<file path="config.mk">
export PLATFORM = sky130hd
export DESIGN_NAME = nanorv32_intc
export DESIGN_NICKNAME = d
export VERILOG_FILES = /design/src/rtl/nanorv32_intc_pkg.sv /design/src/rtl/nanorv32_intc_sync.sv /design/src/rtl/nanorv32_intc.sv
export SDC_FILE = /design/constraint.sdc
export NUM_CORES = 1
export LEC_CHECK = 0
export CAP_MARGIN = 10
export CORE_AREA = 2 2 90 92
export CTS_CLUSTER_DIAMETER = 40
export DETAILED_ROUTE_END_ITERATION = 12
export DIE_AREA = 0 0 92 94
export PLACE_DENSITY = 0.69
export SLEW_MARGIN = 5
export SYNTH_ARGS = -nofsm -noshare
export SYNTH_HDL_FRONTEND = slang
export SYNTH_SLANG_ARGS = --single-unit
</file>
<file path="constraint.sdc">
create_clock -name i_clk -period 5.25 [get_ports i_clk]
set_clock_uncertainty 0.2 [all_clocks]
set_input_delay 1.05 -clock i_clk [delete_from_list [all_inputs] [get_ports i_clk]]
set_output_delay 1.05 -clock i_clk [all_outputs]
set_load 0.005 [all_outputs]
</file>
<file path="src/rtl/nanorv32_intc_pkg.sv">
// Shared definitions for the nanorv32 interrupt controller: register map,
// ACTIVE register layout and the fixed-priority helper.
package nanorv32_intc_pkg;

    typedef enum logic [1:0] {
        INTC_ADDR_ENABLE  = 2'd0,
        INTC_ADDR_PENDING = 2'd1,
        INTC_ADDR_EDGE    = 2'd2,
        INTC_ADDR_ACTIVE  = 2'd3
    } intc_addr_e;

    localparam int INTC_ID_MSB           = 4;
    localparam int INTC_ACTIVE_INSVC_BIT = 31;

    // Index of the lowest set bit; lower index means higher priority.
    function automatic logic [INTC_ID_MSB:0] intc_lowest_set(input logic [31:0] v);
        logic [INTC_ID_MSB:0] id;
        id = 5'd0;
        for (int i = 31; i >= 0; i--) begin
            if (v[i]) begin
                id = 5'(i);
            end
        end
        return id;
    endfunction

endpackage

</file>
<file path="src/rtl/nanorv32_intc_sync.sv">
// WIDTH-bit wide, STAGES-deep synchroniser chain for asynchronous inputs.
module nanorv32_intc_sync #(
    parameter int WIDTH  = 8,
    parameter int STAGES = 2
) (
    input  logic             i_clk,
    input  logic             i_rst_n,
    input  logic [WIDTH-1:0] i_d,
    output logic [WIDTH-1:0] o_q
);

    logic [WIDTH-1:0] r_chain [STAGES];

    // Shift the raw inputs through the flop chain
    always_ff @(posedge i_clk or negedge i_rst_n) begin
        if (!i_rst_n) begin
            for (int s = 0; s < STAGES; s++) begin
                r_chain[s] <= {WIDTH{1'b0}};
            end
        end else begin
            r_chain[0] <= i_d;
            for (int s = 1; s < STAGES; s++) begin
                r_chain[s] <= r_chain[s-1];
            end
        end
    end

    assign o_q = r_chain[STAGES-1];

endmodule

</file>
<file path="src/rtl/nanorv32_intc.sv">
// Interrupt controller: synchronises external sources, latches events, applies
// mask and fixed priority, and drives the irq/ack/eoi handshake with the core.
module nanorv32_intc
    import nanorv32_intc_pkg::*;
#(
    parameter int NB_IRQ      = 8,
    parameter int SYNC_STAGES = 2
) (
    input  logic              i_clk,
    input  logic              i_rst_n,
    input  logic [NB_IRQ-1:0] i_irq_src,
    output logic              o_irq,
    input  logic              i_irq_ack,
    input  logic              i_irq_eoi,
    output logic [4:0]        o_irq_id,
    input  logic              i_reg_sel,
    input  logic              i_reg_write,
    input  logic [3:0]        i_reg_addr,
    input  logic [31:0]       i_reg_wdata,
    output logic [31:0]       o_reg_rdata,
    output logic              o_reg_ready
);

    logic [NB_IRQ-1:0]    w_src_s;
    logic [NB_IRQ-1:0]    r_src_prev;
    logic [NB_IRQ-1:0]    r_enable;
    logic [NB_IRQ-1:0]    r_edge;
    logic [NB_IRQ-1:0]    r_pend_lat;
    logic                 r_irq;
    logic                 r_in_service;
    logic [INTC_ID_MSB:0] r_irq_id;
    logic [31:0]          r_rdata;
    logic                 r_ready;

    logic [NB_IRQ-1:0]    w_rise;
    logic [NB_IRQ-1:0]    w_pending;
    logic [NB_IRQ-1:0]    w_req;
    logic [NB_IRQ-1:0]    w_ack_clr;
    logic [NB_IRQ-1:0]    w_w1c;
    logic [NB_IRQ-1:0]    w_edge_chg;
    logic [NB_IRQ-1:0]    w_lat_next;
    logic [31:0]          w_req_ext;
    logic [31:0]          w_rd_data;
    logic [INTC_ID_MSB:0] w_winner;
    logic                 w_any;
    logic                 w_accept;
    logic                 w_wr;
    logic                 w_wr_enable;
    logic                 w_wr_pending;
    logic                 w_wr_edge;
    logic                 w_unused;
    intc_addr_e           w_addr;

    nanorv32_intc_sync #(
        .WIDTH  (NB_IRQ),
        .STAGES (SYNC_STAGES)
    ) u_sync (
        .i_clk   (i_clk),
        .i_rst_n (i_rst_n),
        .i_d     (i_irq_src),
        .o_q     (w_src_s)
    );

    assign w_addr    = intc_addr_e'(i_reg_addr[3:2]);
    assign w_wr      = i_reg_sel & i_reg_write;
    assign w_unused  = ^{i_reg_addr[1:0], i_reg_wdata};

    // Level sources are transparent; only edge-mode bits are ever latched.
    assign w_rise    = w_src_s & ~r_src_prev;
    assign w_pending = r_pend_lat | (w_src_s & ~r_edge);
    assign w_req     = w_pending & r_enable;
    assign w_any     = |w_req;
    assign w_winner  = intc_lowest_set(w_req_ext);
    // An ack against a request that has already vanished is not an accept.
    assign w_accept  = i_irq_ack & r_irq & w_any;

    assign w_w1c      = w_wr_pending ? i_reg_wdata[NB_IRQ-1:0] : {NB_IRQ{1'b0}};
    assign w_edge_chg = w_wr_edge ? (i_reg_wdata[NB_IRQ-1:0] ^ r_edge) : {NB_IRQ{1'b0}};
    // A new edge beats a same-cycle clear; a mode change drops any stale latch.
    assign w_lat_next = ((r_pend_lat & ~(w_ack_clr | w_w1c)) | (w_rise & r_edge)) & ~w_edge_chg;

    // Zero-extend the request vector for the priority helper
    always_comb begin
        w_req_ext                = 32'd0;
        w_req_ext[NB_IRQ-1:0]    = w_req;
    end

    // One-hot clear of the winner's latch on accept
    always_comb begin
        w_ack_clr = {NB_IRQ{1'b0}};
        for (int i = 0; i < NB_IRQ; i++) begin
            w_ack_clr[i] = w_accept & (w_winner == 5'(i));
        end
    end

    // Register decode: write strobes and read mux
    always_comb begin
        w_wr_enable  = 1'b0;
        w_wr_pending = 1'b0;
        w_wr_edge    = 1'b0;
        w_rd_data    = 32'd0;
        case (w_addr)
            INTC_ADDR_ENABLE: begin
                w_wr_enable              = w_wr;
                w_rd_data[NB_IRQ-1:0]    = r_enable;
            end
            INTC_ADDR_PENDING: begin
                w_wr_pending             = w_wr;
                w_rd_data[NB_IRQ-1:0]    = w_pending;
            end
            INTC_ADDR_EDGE: begin
                w_wr_edge                = w_wr;
                w_rd_data[NB_IRQ-1:0]    = r_edge;
            end
            INTC_ADDR_ACTIVE: begin
                w_rd_data[INTC_ACTIVE_INSVC_BIT] = r_in_service;
                w_rd_data[INTC_ID_MSB:0]         = r_irq_id;
            end
            default: begin
                w_rd_data = 32'd0;
            end
        endcase
    end

    // Source history, configuration registers and pending latches
    always_ff @(posedge i_clk or negedge i_rst_n) begin
        if (!i_rst_n) begin
            r_src_prev <= {NB_IRQ{1'b0}};
            r_pend_lat <= {NB_IRQ{1'b0}};
            r_enable   <= {NB_IRQ{1'b0}};
            r_edge     <= {NB_IRQ{1'b0}};
        end else begin
            r_src_prev <= w_src_s;
            r_pend_lat <= w_lat_next;
            if (w_wr_enable) begin
                r_enable <= i_reg_wdata[NB_IRQ-1:0];
            end
            if (w_wr_edge) begin
                r_edge <= i_reg_wdata[NB_IRQ-1:0];
            end
        end
    end

    // Request / in-service handshake with the core
    always_ff @(posedge i_clk or negedge i_rst_n) begin
        if (!i_rst_n) begin
            r_irq        <= 1'b0;
            r_in_service <= 1'b0;
            r_irq_id     <= 5'd0;
        end else begin
            r_irq <= w_any & ~r_in_service & ~w_accept;
            if (w_accept) begin
                r_in_service <= 1'b1;
                r_irq_id     <= w_winner;
            end else if (i_irq_eoi && r_in_service) begin
                r_in_service <= 1'b0;
                r_irq_id     <= 5'd0;
            end
        end
    end

    // Register port response one cycle after the strobe
    always_ff @(posedge i_clk or negedge i_rst_n) begin
        if (!i_rst_n) begin
            r_ready <= 1'b0;
            r_rdata <= 32'd0;
        end else begin
            r_ready <= i_reg_sel;
            r_rdata <= (i_reg_sel && !i_reg_write) ? w_rd_data : 32'd0;
        end
    end

    assign o_irq       = r_irq;
    assign o_irq_id    = r_irq_id;
    assign o_reg_rdata = r_rdata;
    assign o_reg_ready = r_ready;

endmodule

</file>
Word-level counts from Yosys, hierarchy flattened
Index checks and enable logic that the tools add are counted.
Cells by class
  equal/unequal tests: 10
  muxes and demuxes: 21
  bitwise gates (word level): 29
  reduce and logical (&&, ||, !) cells: 7
Operators with widths (number)
  $and A8 B8 Y8: 6
  $mux W32: 1
  $not A8 Y8: 4
  $mux W5: 6
  $or A8 B8 Y8: 3
  $eq A5 B3 Y1 const B: 4
  $pmux W5 S4: 1
  $mux W8: 2
  $and A1 B1 Y1: 13
  $mux W3: 4
  $eq A5 B2 Y1 const B: 2
  $pmux W3 S3: 1
  $reduce_or A8 Y1: 1
  $xor A8 B8 Y8: 1
  $mux W1: 6
  $eq A5 B1 Y1 const B: 1
  $logic_not A5 Y1: 1
  $eq A2 B2 Y1 const B: 2
  $eq A2 B1 Y1 const B: 1
  $logic_and A1 B1 Y1: 2
  $logic_not A2 Y1: 1
  $not A1 Y1: 2
  $reduce_bool A2 Y1: 1
  $logic_not A1 Y1: 1
Storage, ports and cells
  flip-flop bits (word level): 88
  word-level logic and storage cells: 78

Depth between registers and ports, before layout
  word-level depth: 19
  depth in mapped cells: 6
  gate-level depth less buffers: 5

Modules after synthesis
A second synthesis with hierarchy kept.
Second synthesis, totals
  cell total of the unflattened synthesis: 297
  area total of the unflattened synthesis: 3047.9 um2
Modules (own cells, without submodules)
  nanorv32_intc: instances 1, cells an instance 273, area an instance 2587.5 um2, seq. area each 1176.1 um2
  nanorv32_intc_sync: instances 1, cells an instance 24, area an instance 460.4 um2, seq. area each 400.4 um2

Least setup slack after synthesis
No wires, ideal clock.
  path kind: input to register
  from: in i_irq_ack
  to: reg r_pend_lat[5]
  data arrival time: 2044 ps
  required time: 4921 ps
  setup slack: 2877 ps
  stages on the path: 5
  buffers on the path: 1
  path through: and2_1 buf_6 and3_4 nand4_4 o41a_1
On the way
  longest elaborated chain between the ends: 8
RTL lines
  start: declaration: RTL line nanorv32_intc.sv:13  | input logic i_irq_ack,
  $and A1 B1 Y1 (2 in a row): RTL line nanorv32_intc.sv:75  | assign w_accept = i_irq_ack & r_irq & w_any;
  $and A1 B1 Y1: RTL line nanorv32_intc.sv:92  | w_ack_clr[i] = w_accept & (w_winner == 5'(i));
  $or A8 B8 Y8: RTL line nanorv32_intc.sv:80  | assign w_lat_next = ((r_pend_lat & ~(w_ack_clr | w_w1c)) | (w_rise & r_edge)) & ~w_edge_chg;
  $not A8 Y8: RTL line nanorv32_intc.sv:80
  $and A8 B8 Y8: RTL line nanorv32_intc.sv:80
  $or A8 B8 Y8: RTL line nanorv32_intc.sv:80
  $and A8 B8 Y8: RTL line nanorv32_intc.sv:80
  named net w_lat_next[5]: RTL line nanorv32_intc.sv:41  | logic [NB_IRQ-1:0] w_lat_next;
  end signal: assignment: RTL line nanorv32_intc.sv:129  | r_pend_lat <= {NB_IRQ{1'b0}};
  end signal: assignment: RTL line nanorv32_intc.sv:134  | r_pend_lat <= w_lat_next;
  end: declaration: RTL line nanorv32_intc.sv:28  | logic [NB_IRQ-1:0] r_pend_lat;
The timed path passes the listed nets, and every way through them passes these cells.
A chain may end at the register's enable or synchronous reset.

Final worst setup path
  from: in i_reg_addr[2]
  to: reg r_pend_lat[5]
On the way
  longest elaborated chain between the ends: 8
RTL lines
  start: declaration: RTL line nanorv32_intc.sv:18  | input logic [3:0] i_reg_addr,
  $eq A2 B1 Y1: RTL line nanorv32_intc.sv:102  | case (w_addr)
  $mux W1: RTL line nanorv32_intc.sv:102
  $mux W8: RTL line nanorv32_intc.sv:77  | assign w_w1c = w_wr_pending ? i_reg_wdata[NB_IRQ-1:0] : {NB_IRQ{1'b0}};
  $or A8 B8 Y8: RTL line nanorv32_intc.sv:80
  $not A8 Y8: RTL line nanorv32_intc.sv:80
  $and A8 B8 Y8: RTL line nanorv32_intc.sv:80
  $or A8 B8 Y8: RTL line nanorv32_intc.sv:80
  $and A8 B8 Y8 *: RTL line nanorv32_intc.sv:80
  named net w_lat_next[5]: RTL line nanorv32_intc.sv:41
Mark *: on every way through the listed nets, which the timed path passes. The rest lies on a longest branch.

==> summary.md <==
| Metric | Value |
|---|---|
| Synth unique cells | 50 |
| Clock Pin Slew Worst Setup and Hold Paths | 0.07 ns |
| Die area | 8650 um^2 |
| Area leader, netlist | dfrtp_1 |
| Number of diodes | 0 |
| Area Overhead vs Synth | 18.4% |
| TNS Setup | 0 ns |
| Ranking of synthesized cells by area | dfrtp_1 (52%), buf_4 (6.2%), nand2_1 (3.6%), a21oi_1 (2.8%), nor2b_1 (2.7%) |
| Crit end category | register |
| Worst path depth | 6 |
| FMAX | 0.283 GHz |
| Ys flop type | dfrtp_1 |
| Buf/Inv on CP | 1 |
| DP Area | 3390 um^2 |
| Post-CTS setup repair buffer count | 0 |
| Routed length per instance | 13.8 um |
| Die W | 92 um |
| Clock latency on the worst-skew pair | 0.33 ns |
| Grt peak-use layer | met2 |
| Post-Syn Instances | 291 |
| Initial cell density of the core | 39.8% |
| DRT Wirelength | 6050 um |
| Chip Height | 94 um |
| Synth cell count leaders | dfrtp_1 (63), nand2_1 (29), buf_4 (25) |
| Largest net degree at the start of global routing | 61 |
| Post-DR vias/cell | 5.00 |
| #FFs+latches synth | 63 |
| Post-DP HPWL | 4200 um |
| CP arrival | 3.54 ns |
| Worst hold-check path type | reg -> reg |
| Vias in the first global route | 2,122 |
| Final nets | 382 |
| Slew headroom | 43.0% |
| Num ports | 89 |
| DRC Markers | 0 |
| Root Driver | clkbuf_8 |
| Asr flop ratio synth | 100% |
| Total GRT Usage | 15.2% |
| Reg2reg path depth | 4 |
| Place WS | 1.42 ns |
| Htree depth | 3 |
| RR Startpoint | o_irq |
| CTS tree | yes |
| Ys Warns | 0 |
| Final hold vios | 0 |
| Top-area cell type share of the netlist area | 52.1% |
| Antenna violations before repair | 0 |
| Synth Cell Area | 3020 um^2 |
| Worst-path cell chain | clkdlybuf4s50_1 -> nor2b_2 -> nand3_1 -> o32ai_1 -> a21oi_1 -> o41a_1 |
| Most frequent cell after synthesis | dfrtp_1 |
| Grt total ovfl | 0 |
| CTS resizes | 0 |
| CTS buffer count | 9 |
| LEAKAGE | 1.52 nW |
| Fin worst setup slack | 1.72 ns |
| Unrepaired setup endpoints after global routing | false |
| Minimum clock period | 3.53 ns |
| CP startpoint | i_reg_addr[2] |
| Max Cap Violations | 0 |
| Sequential fraction of the synthesis area | 52.1% |
| Drt pass-1 iters | 4 |
| CTS Hold Bufs | 0 |
| First-pass GRT wire length | 10,000 um |
| Reg-to-Reg End | r_pend_lat[5] |
| Final Max Tran Viols | 0 |
| Critical path class | in -> reg |
| Met1 usage | 19.2% |
| Setup-failing EPs final | 0 |
| Port bufs | 37 |
| Core area | 7610 um^2 |
| Critical Path Max Stage Delay | 0.85 ns |
| Final GP Congestion | 0.811 |
| Final hold slack | 0.147 ns |
| Cell count of the worst hold path | 0 |
| Layout cells sized above 1 | 8.31% |
| Crit path to | r_pend_lat[5] |
| Design Area, Final | 3580 um^2 |
| Met3 Usage GRT | 3.45% |
| Clock Sinks | 63 |
| Number of synthesized flops with an enable pin | 0 |
| CP max FO | 21 |
| CP top delay family | simple AND/OR/NAND/NOR gates |
| First DRT Iteration DRCs | 92 |
| Post-route ant nets | 0 |
| Period utilization | 67.2% |
| Worst-case clock buffer depth | 2 |
| CP max-delay cell | clkdlybuf4s50_1 |
| Maximum vdd drop | 180 uV |
| Startpoint types | primary input |
| Pwr/cell area | 385 nW/um^2 |
| # rows | 32 |
| Worst Tran Pin Value | 0.852 ns |
| Grt met2 use | 24.3% |
| R2R setup slack | 3.36 ns |
| Required @ worst endpoint | 5.27 ns |
| Vias | 2,197 |
| Syn avg cell area | 10.4 um^2 |
| Pwr Total | 0.00138 W |
| Status | completed |
layout by cell type (no fill, tap or decap), types with 3 or more instances in the layout:
| cell | instances |
|---|---|
| o22ai_1 | 3 |
| nor2b_1 | 13 |
| o21ai_4 | 3 |
| nand4b_1 | 3 |
| clkbuf_8 | 10 |
| nand3_1 | 5 |
| inv_1 | 11 |
| nand2b_1 | 4 |
| a211oi_1 | 9 |
| clkinv_2 | 3 |
| a21boi_0 | 3 |
| dfrtp_1 | 63 |
| conb_1 | 25 |
| o21ai_0 | 9 |
| nor3_1 | 9 |
| a21oi_1 | 17 |
| and2_1 | 4 |
| nand2_1 | 29 |
| o211ai_1 | 3 |
| a31oi_1 | 3 |
| nor3b_1 | 4 |
| nor2_1 | 21 |
| o21ai_1 | 6 |
| mux2_1 | 7 |
| clkdlybuf4s50_1 | 36 |
stage by stage:
step	util [%]	instances
4_1_cts	47.1	439
3_3_place_gp	44.6	423
3_5_place_dp	44.6	423
6_report	47.1	439
2_1_floorplan	-	315
5_1_grt	47.1	439
state kept, by name, summed over array words and instances, names as in the netlist:
| signal | cells |
|---|---|
| o_irq | 1 |
| u_sync.r_chain | 8 |
| r_in_service | 1 |
| o_reg_ready | 1 |
| u_sync.o_q | 8 |
| r_enable | 8 |
| o_irq_id | 3 |
| r_src_prev | 8 |
| r_pend_lat | 8 |
| r_edge | 8 |
| o_reg_rdata | 9 |
power by group:
group	switching (W)	internal (W)	leakage (nW)
clock network	0.000179	0.000230	0.100
logic	0.000178	0.000165	0.645
registers	0.0000668	0.000560	0.773
total	0.000424	0.000955	1.52
routing by layer:
| metal | vias to the layer above | share of wire [%] |
|---|---|---|
| met2 | 51 | 49 |
| met3 | 11 | 4.2 |
| met1 | 1077 | 45 |
| li1 | 1058 | - |
| met4 | 0 | 1.8 |
| met5 | - | 0 |
area by class of cell:
type	count	area, um^2
Clock buffer	12	145
Clock inverter	4	45.0
Fill cell	725	4030
Inverter	11	41.3
Multi-Input combinational cell	208	1260
Sequential cell	63	1580
Tap cell	102	128
Timing Repair Buffer	39	380
kinds of logic after synthesis:
| family | Yosys count | synth area share (%) |
|---|---|---|
| simple gates | 103 | 18.9 |
| compound gates | 72 | 16.9 |
| flops | 63 | 52.1 |
| buf+inv | 44 | 9.02 |
| mux | 7 | 2.61 |
| xor+xnor | 1 | 0.290 |
| other cells | 1 | 0.124 |
how the worst min path moves through the flow:
stage,start,endpoint,slack [ns]
floorplan,u_sync.r_chain[8],u_sync.o_q[0],0.13
global placement,u_sync.r_chain[15],u_sync.o_q[7],0.13
detailed placement,u_sync.r_chain[12],u_sync.o_q[4],0.14
CTS,u_sync.r_chain[12],u_sync.o_q[4],0.15
global route,u_sync.r_chain[12],u_sync.o_q[4],0.16
finish,u_sync.r_chain[14],u_sync.o_q[6],0.15
No activity file was read; power rests on OpenSTA's default activity.
==> edit 1 (same settings) <==
Take the reset off `r_rdata` and load it in a clocked block of its own.
--- a/src/rtl/nanorv32_intc.sv
+++ b/src/rtl/nanorv32_intc.sv
@@ -165,7 +165,9 @@
             r_ready <= 1'b0;
-            r_rdata <= 32'd0;
         end else begin
             r_ready <= i_reg_sel;
-            r_rdata <= (i_reg_sel && !i_reg_write) ? w_rd_data : 32'd0;
         end
+    end
+
+    always_ff @(posedge i_clk) begin
+        r_rdata <= (i_reg_sel && !i_reg_write) ? w_rd_data : 32'd0;
     end
Check against the original RTL: differs if i_rst_n is asserted again (counterexample within 4 cycles, from zero or initial values and one cycle with i_rst_n low); with i_rst_n held inactive, the same outputs for 4 cycles.
==> edit 1 against the original RTL <==
Sequential cell count unchanged. Worst setup slack improved by 410 ps. Area after synthesis decreased by 4.6%. Power decreased by 2.8%. Cell area decreased by 3.9%. Routed wire length decreased by 3.1%. Combinational power decreased by 8.7%. Utilization decreased by 1.8 points. Sequential share of layout area increased by 0.47 points.
==> edit 1: results (changes against the original RTL) <==
* Result of the run: completed (unchanged)
* Number of post-CTS setup repair buffers at 0 (unchanged)
* Dominant synthesized flop cell: sky130_fd_sc_hd__dfrtp_1 (unchanged)
* Worst reg-to-reg path cell count at 5 (was 4)
* NetSw at 0.409 mW (was 0.424 mW)
* Iter 0 DRT Violations at 94 (was 92)
* Routability cong. at 0.761 (was 0.811)
* Hold path startpoint: u_sync.r_chain[9]$_DFF_PN0_ (was u_sync.r_chain[14]$_DFF_PN0_)
* Setup slack of the worst register-to-register path at 3380 ps (was 3360 ps)
* Number of global-route vias before repair at 2002 (was 2122)
* Asr flop ratio synth at 85.7% (was 100%)
* Commonest cells in the netlist: sky130_fd_sc_hd__dfrtp_1, sky130_fd_sc_hd__nand2_1, sky130_fd_sc_hd__nor2_1 (was sky130_fd_sc_hd__dfrtp_1, sky130_fd_sc_hd__nand2_1, sky130_fd_sc_hd__buf_4)
* Fraction of the yosys area taken by sequential cells at 53.1% (was 52.1%)
* Number of cells on the worst hold path at 0 (unchanged)
* Cell type of the slowest stage on the worst timing path: sky130_fd_sc_hd__o221a_2 (was sky130_fd_sc_hd__clkdlybuf4s50_1)
* Total routing resource utilization after global routing at 14.7% (was 15.2%)
* Pin count of the biggest net entering global routing at 55 (was 61)
* Number of instances resized during post-cts repair at 0 (unchanged)
* Count of input and output buffers at 37 (unchanged)
* Max reg flops at 9 (unchanged)
* Vias per cell at 4.88 (was 5.00)
* Leak Pwr at 1.49 nW (was 1.52 nW)
* CP delay by family, top: simple AND/OR/NAND/NOR gates (unchanged)
* Yosys cell types at 53 (was 50)
* HPWL after DPL at 4060 µm (was 4200 µm)
* # nets final at 373 (was 382)
* Relative slew slack at 55.0% (was 43.0%)
* Share of cells above drive strength 1 at 10.7% (was 8.31%)
* Launch point of the worst reg-to-reg path: u_sync.o_q[2]$_DFF_PN0_ (was o_irq$_DFF_PN0_)
* Worst reg2reg path endpoint: r_pend_lat[7]$_DFF_PN0_ (was r_pend_lat[5]$_DFF_PN0_)
* CTS Root Cell: sky130_fd_sc_hd__clkbuf_8 (unchanged)
* End point of the most critical hold path: u_sync.o_q[1]$_DFF_PN0_ (was u_sync.o_q[6]$_DFF_PN0_)
* Highest fanout seen on the critical path at 22 (was 21)
* Maximum ir drop on the vdd rail at 0.137 mV (was 0.180 mV)
* Clock insertion delay at the later pin of the skew report at 350 ps (was 330 ps)
* Leading post-synthesis cells by cell area: sky130_fd_sc_hd__dfrtp_1, sky130_fd_sc_hd__buf_4, sky130_fd_sc_hd__dfxtp_1 (was sky130_fd_sc_hd__dfrtp_1, sky130_fd_sc_hd__buf_4, sky130_fd_sc_hd__nand2_1)
* Wire length of the first global-routing pass at 9560 µm (was 10000 µm)
* Ant diodes at 0 (unchanged)
* Routed len/inst at 13.6 µm (was 13.8 µm)
* Slowest cell delay on critical path at 460 ps (was 850 ps)
[edit 1: changes by cell type after synthesis, sizes merged, moves of 6 or more]
cell,delta
dfxtp,+9
inv,-6
nor2,+6
dfrtp,-9
nand2,+12
nor3,-8
[edit 1: layout make-up]
class,instances,area (µm²)
Sequential cell,63,1530
Timing Repair Buffer,40,388
Inverter,5,18.8
Clock buffer,13,179
Tap cell,102,128
Fill cell,749,4170
Clock inverter,3,15.0
Multi-Input combinational cell,204,1180
[edit 1: through the flow]
step / hold slack (ps) / worst slack [ps] / cells / cell area, µm²
final: 140 / 2130 / 430 / 3440
after global placement: 132 / 1840 / 414 / 3250
after detailed placement: 135 / 1760 / 414 / 3250
after global routing: 150 / 2050 / 430 / 3440
after floorplan: 131 / 2970 / 306 / 2980
after CTS: 143 / 2140 / 430 / 3440
[edit 1: worst register-to-register path, cell delays in order, from the launching register on]
cell                      delay, ps
sky130_fd_sc_hd__dfrtp_1        380
sky130_fd_sc_hd__nor2b_1        150
sky130_fd_sc_hd__o21ai_1        270
sky130_fd_sc_hd__nand2_1        220
sky130_fd_sc_hd__nor4_2         400
sky130_fd_sc_hd__a31oi_1        120
[edit 1: worst max path at each step]
stage / start / to / depth (start not counted)
after global routing: i_reg_addr[3] / r_pend_lat[3]$_DFF_PN0_ / 7
after CTS: i_reg_addr[3] / r_pend_lat[3]$_DFF_PN0_ / 7
after detailed placement: i_reg_addr[3] / r_pend_lat[3]$_DFF_PN0_ / 7
after global placement: i_reg_addr[3] / r_pend_lat[3]$_DFF_PN0_ / 7
after floorplan: i_reg_addr[3] / r_pend_lat[0]$_DFF_PN0_ / 6
final: i_reg_addr[2] / r_pend_lat[3]$_DFF_PN0_ / 7
[edit 1: cell families after synthesis]
| logic type | Yosys count | synth area share [%] |
|---|---|---|
| other | 1 | 0.130 |
| AND/OR/NAND/NOR | 103 | 18.2 |
| flip-flops | 63 | 53.1 |
| buffers and inverters | 39 | 9.10 |
| XOR/XNOR | 4 | 1.21 |
| AO/OA/AOI/OAI | 65 | 15.6 |
| multiplexers | 7 | 2.69 |
[edit 1: power groups by stage]
| stage | registers (mW) | logic [mW] | clock network [mW] |
|---|---|---|---|
| 2_1_floorplan | 0.620 | 0.221 | 0 |
| 3_3_place_gp | 0.632 | 0.304 | 0 |
| 3_5_place_dp | 0.635 | 0.314 | 0 |
| 4_1_cts | 0.626 | 0.315 | 0.414 |
| 5_1_grt | 0.637 | 0.351 | 0.432 |
| 6_report | 0.626 | 0.313 | 0.402 |
[edit 1: layer usage]
metal	vias up	share of wire, %	global-route usage, %
met1	1011	45	18.5
met5	-	0	0
met2	64	46	22.2
met3	17	5.3	3.61
met4	0	3.4	10.2
li1	1008	-	-
==> edit 2 (same settings) <==
Made on the original files. Set the parameter `SYNC_STAGES` to 4 (it was 2).
--- a/src/rtl/nanorv32_intc.sv
+++ b/src/rtl/nanorv32_intc.sv
@@ -6,3 +6,3 @@
     parameter int NB_IRQ      = 8,
-    parameter int SYNC_STAGES = 2
+    parameter int SYNC_STAGES = 4
 ) (
Formal check against the unedited RTL: not equivalent (a bounded check fails within 4 cycles, from zero or initial values and one cycle with i_rst_n low).
==> edit 2 against the original RTL <==
Worst setup slack better by 150 ps. Area after synthesis is 13% higher. Power is 16% higher. Cell area is 12% higher. Global-route usage is 0.84 points higher. Routed wire length is 7.5% higher. Sequential cell count is 16 higher. Critical path depth is 1 higher. Critical path type unchanged. Largest power group unchanged. Highest routed layer unchanged.
==> edit 2: results (changes against the original RTL) <==
* Result of the run: completed (unchanged)
* Iter 0 DRT Violations at 78 (was 92)
* Number of post-CTS setup repair buffers at 0 (unchanged)
* Wire length of the first global-routing pass at 10800 µm (was 10000 µm)
* Max reg flops at 24 (was 9)
* Fraction of the yosys area taken by sequential cells at 57.7% (was 52.1%)
* Setup slack of the worst register-to-register path at 3310 ps (was 3360 ps)
* End point of the most critical hold path: u_sync.o_q[6]$_DFF_PN0_ (unchanged)
* Adder-cell share of the synthesized area at 0% (unchanged)
* Wirelength, routed at 6510 µm (was 6050 µm)
* Largest buffer count on any clock path at 2 (unchanged)
* Number of instances resized during post-cts repair at 0 (unchanged)
* Synth Area in Compound Gates at 14.9% (was 16.9%)
* Commonest cells in the netlist: sky130_fd_sc_hd__dfrtp_1, sky130_fd_sc_hd__nand2_1, sky130_fd_sc_hd__buf_4 (unchanged)
* Post-placement cell area at 3790 µm² (was 3390 µm²)
* Launch point of the worst reg-to-reg path: o_irq$_DFF_PN0_ (unchanged)
* Routed len/inst at 14.3 µm (was 13.8 µm)
* Dpl cells at 439 (was 423)
* Clock transition at the registers of the reported paths at 80 ps
* Mux contribution to synthesized area at 2.30% (was 2.61%)
* Final hold slack at 145 ps (was 147 ps)
* Maximum ir drop on the vdd rail at 0.156 mV (was 0.180 mV)
* Synth Area in XOR/XNOR at 0.256% (was 0.290%)
* Number of global-route vias before repair at 2244 (was 2122)
* Pin count of the biggest net entering global routing at 80 (was 61)
* Cells after Synth at 307 (was 291)
* TritonRoute pass-1 iters at 4 (unchanged)
* Highest fanout seen on the critical path at 22 (was 21)
* Share of power burned in combinational logic at 21.6% (was 24.9%)
* Leak Pwr at 1.71 nW (was 1.52 nW)
* Cell type of the slowest stage on the worst timing path: sky130_fd_sc_hd__nand3_1 (was sky130_fd_sc_hd__clkdlybuf4s50_1)
* Warnings, synthesis at 0 (unchanged)
* Slowest cell delay on critical path at 560 ps (was 850 ps)
* Share of cells above drive strength 1 at 8.22% (was 8.31%)
* HPWL after DPL at 4390 µm (was 4200 µm)
* Clock insertion delay at the later pin of the skew report at 350 ps (was 330 ps)
* Most flops, register: u_sync.r_chain
* Total routing resource utilization after global routing at 16.0% (was 15.2%)
* Routability cong. at 0.861 (was 0.811)
* NetSw at 0.467 mW (was 0.424 mW)
* TritonCTS Buffers at 9 (unchanged)
* # nets final at 398 (was 382)
* TritonCTS Sinks at 79 (was 63)
* Leading post-synthesis cells by cell area: sky130_fd_sc_hd__dfrtp_1, sky130_fd_sc_hd__buf_4, sky130_fd_sc_hd__nand2_1 (unchanged)
* Worst slack at placement at 1620 ps (was 1420 ps)
* CTS HTree Levels at 3 (unchanged)
* Actual transition at the worst max-transition pin at 962 ps (was 852 ps)
* WP data arrival at 3400 ps (was 3540 ps)
* Vias per cell at 5.14 (was 5.00)
## edit 2: cell count changes after synthesis
cell and change:
sky130_fd_sc_hd__dfrtp_1 +16
## edit 2: layout make-up
class	count	area, µm²
inverters	11	41.3
multi-input cells	208	1260
clock inverters	5	81.3
clock buffers	11	141
repair buffers	39	383
fillers	656	3590
flip-flops and latches	79	1980
well taps	102	128
## edit 2: metal layers
metal	GRT usage [%]	wire (µm)	up-vias
li1	-	-	1104
met1	21.8	2950	1143
met2	24.7	3030	75
met3	3.13	365	16
met4	7.84	165	0
met5	0	0	-
## edit 2: how the worst max path moves through the flow
| stage | startpoint | cells past startpoint | to | slack (ps) |
|---|---|---|---|---|
| after floorplan | i_irq_ack | 5 | r_pend_lat[5]$_DFF_PN0_ | 2880 |
| after global routing | i_reg_addr[3] | 7 | r_pend_lat[5]$_DFF_PN0_ | 1720 |
| after CTS | i_reg_addr[3] | 7 | r_pend_lat[5]$_DFF_PN0_ | 1980 |
| after detailed placement | i_reg_addr[3] | 7 | r_pend_lat[5]$_DFF_PN0_ | 1620 |
| final | i_reg_addr[3] | 7 | r_pend_lat[5]$_DFF_PN0_ | 1870 |
| after global placement | i_reg_addr[3] | 7 | r_pend_lat[5]$_DFF_PN0_ | 1720 |
## edit 2: power groups by stage
| stage | combinational [mW] | sequential, mW | clock (mW) |
|---|---|---|---|
| floorplan | 0.248 | 0.755 | 0 |
| global placement | 0.336 | 0.766 | 0 |
| detailed placement | 0.345 | 0.768 | 0 |
| CTS | 0.346 | 0.757 | 0.506 |
| global route | 0.383 | 0.772 | 0.529 |
| finish | 0.346 | 0.759 | 0.495 |
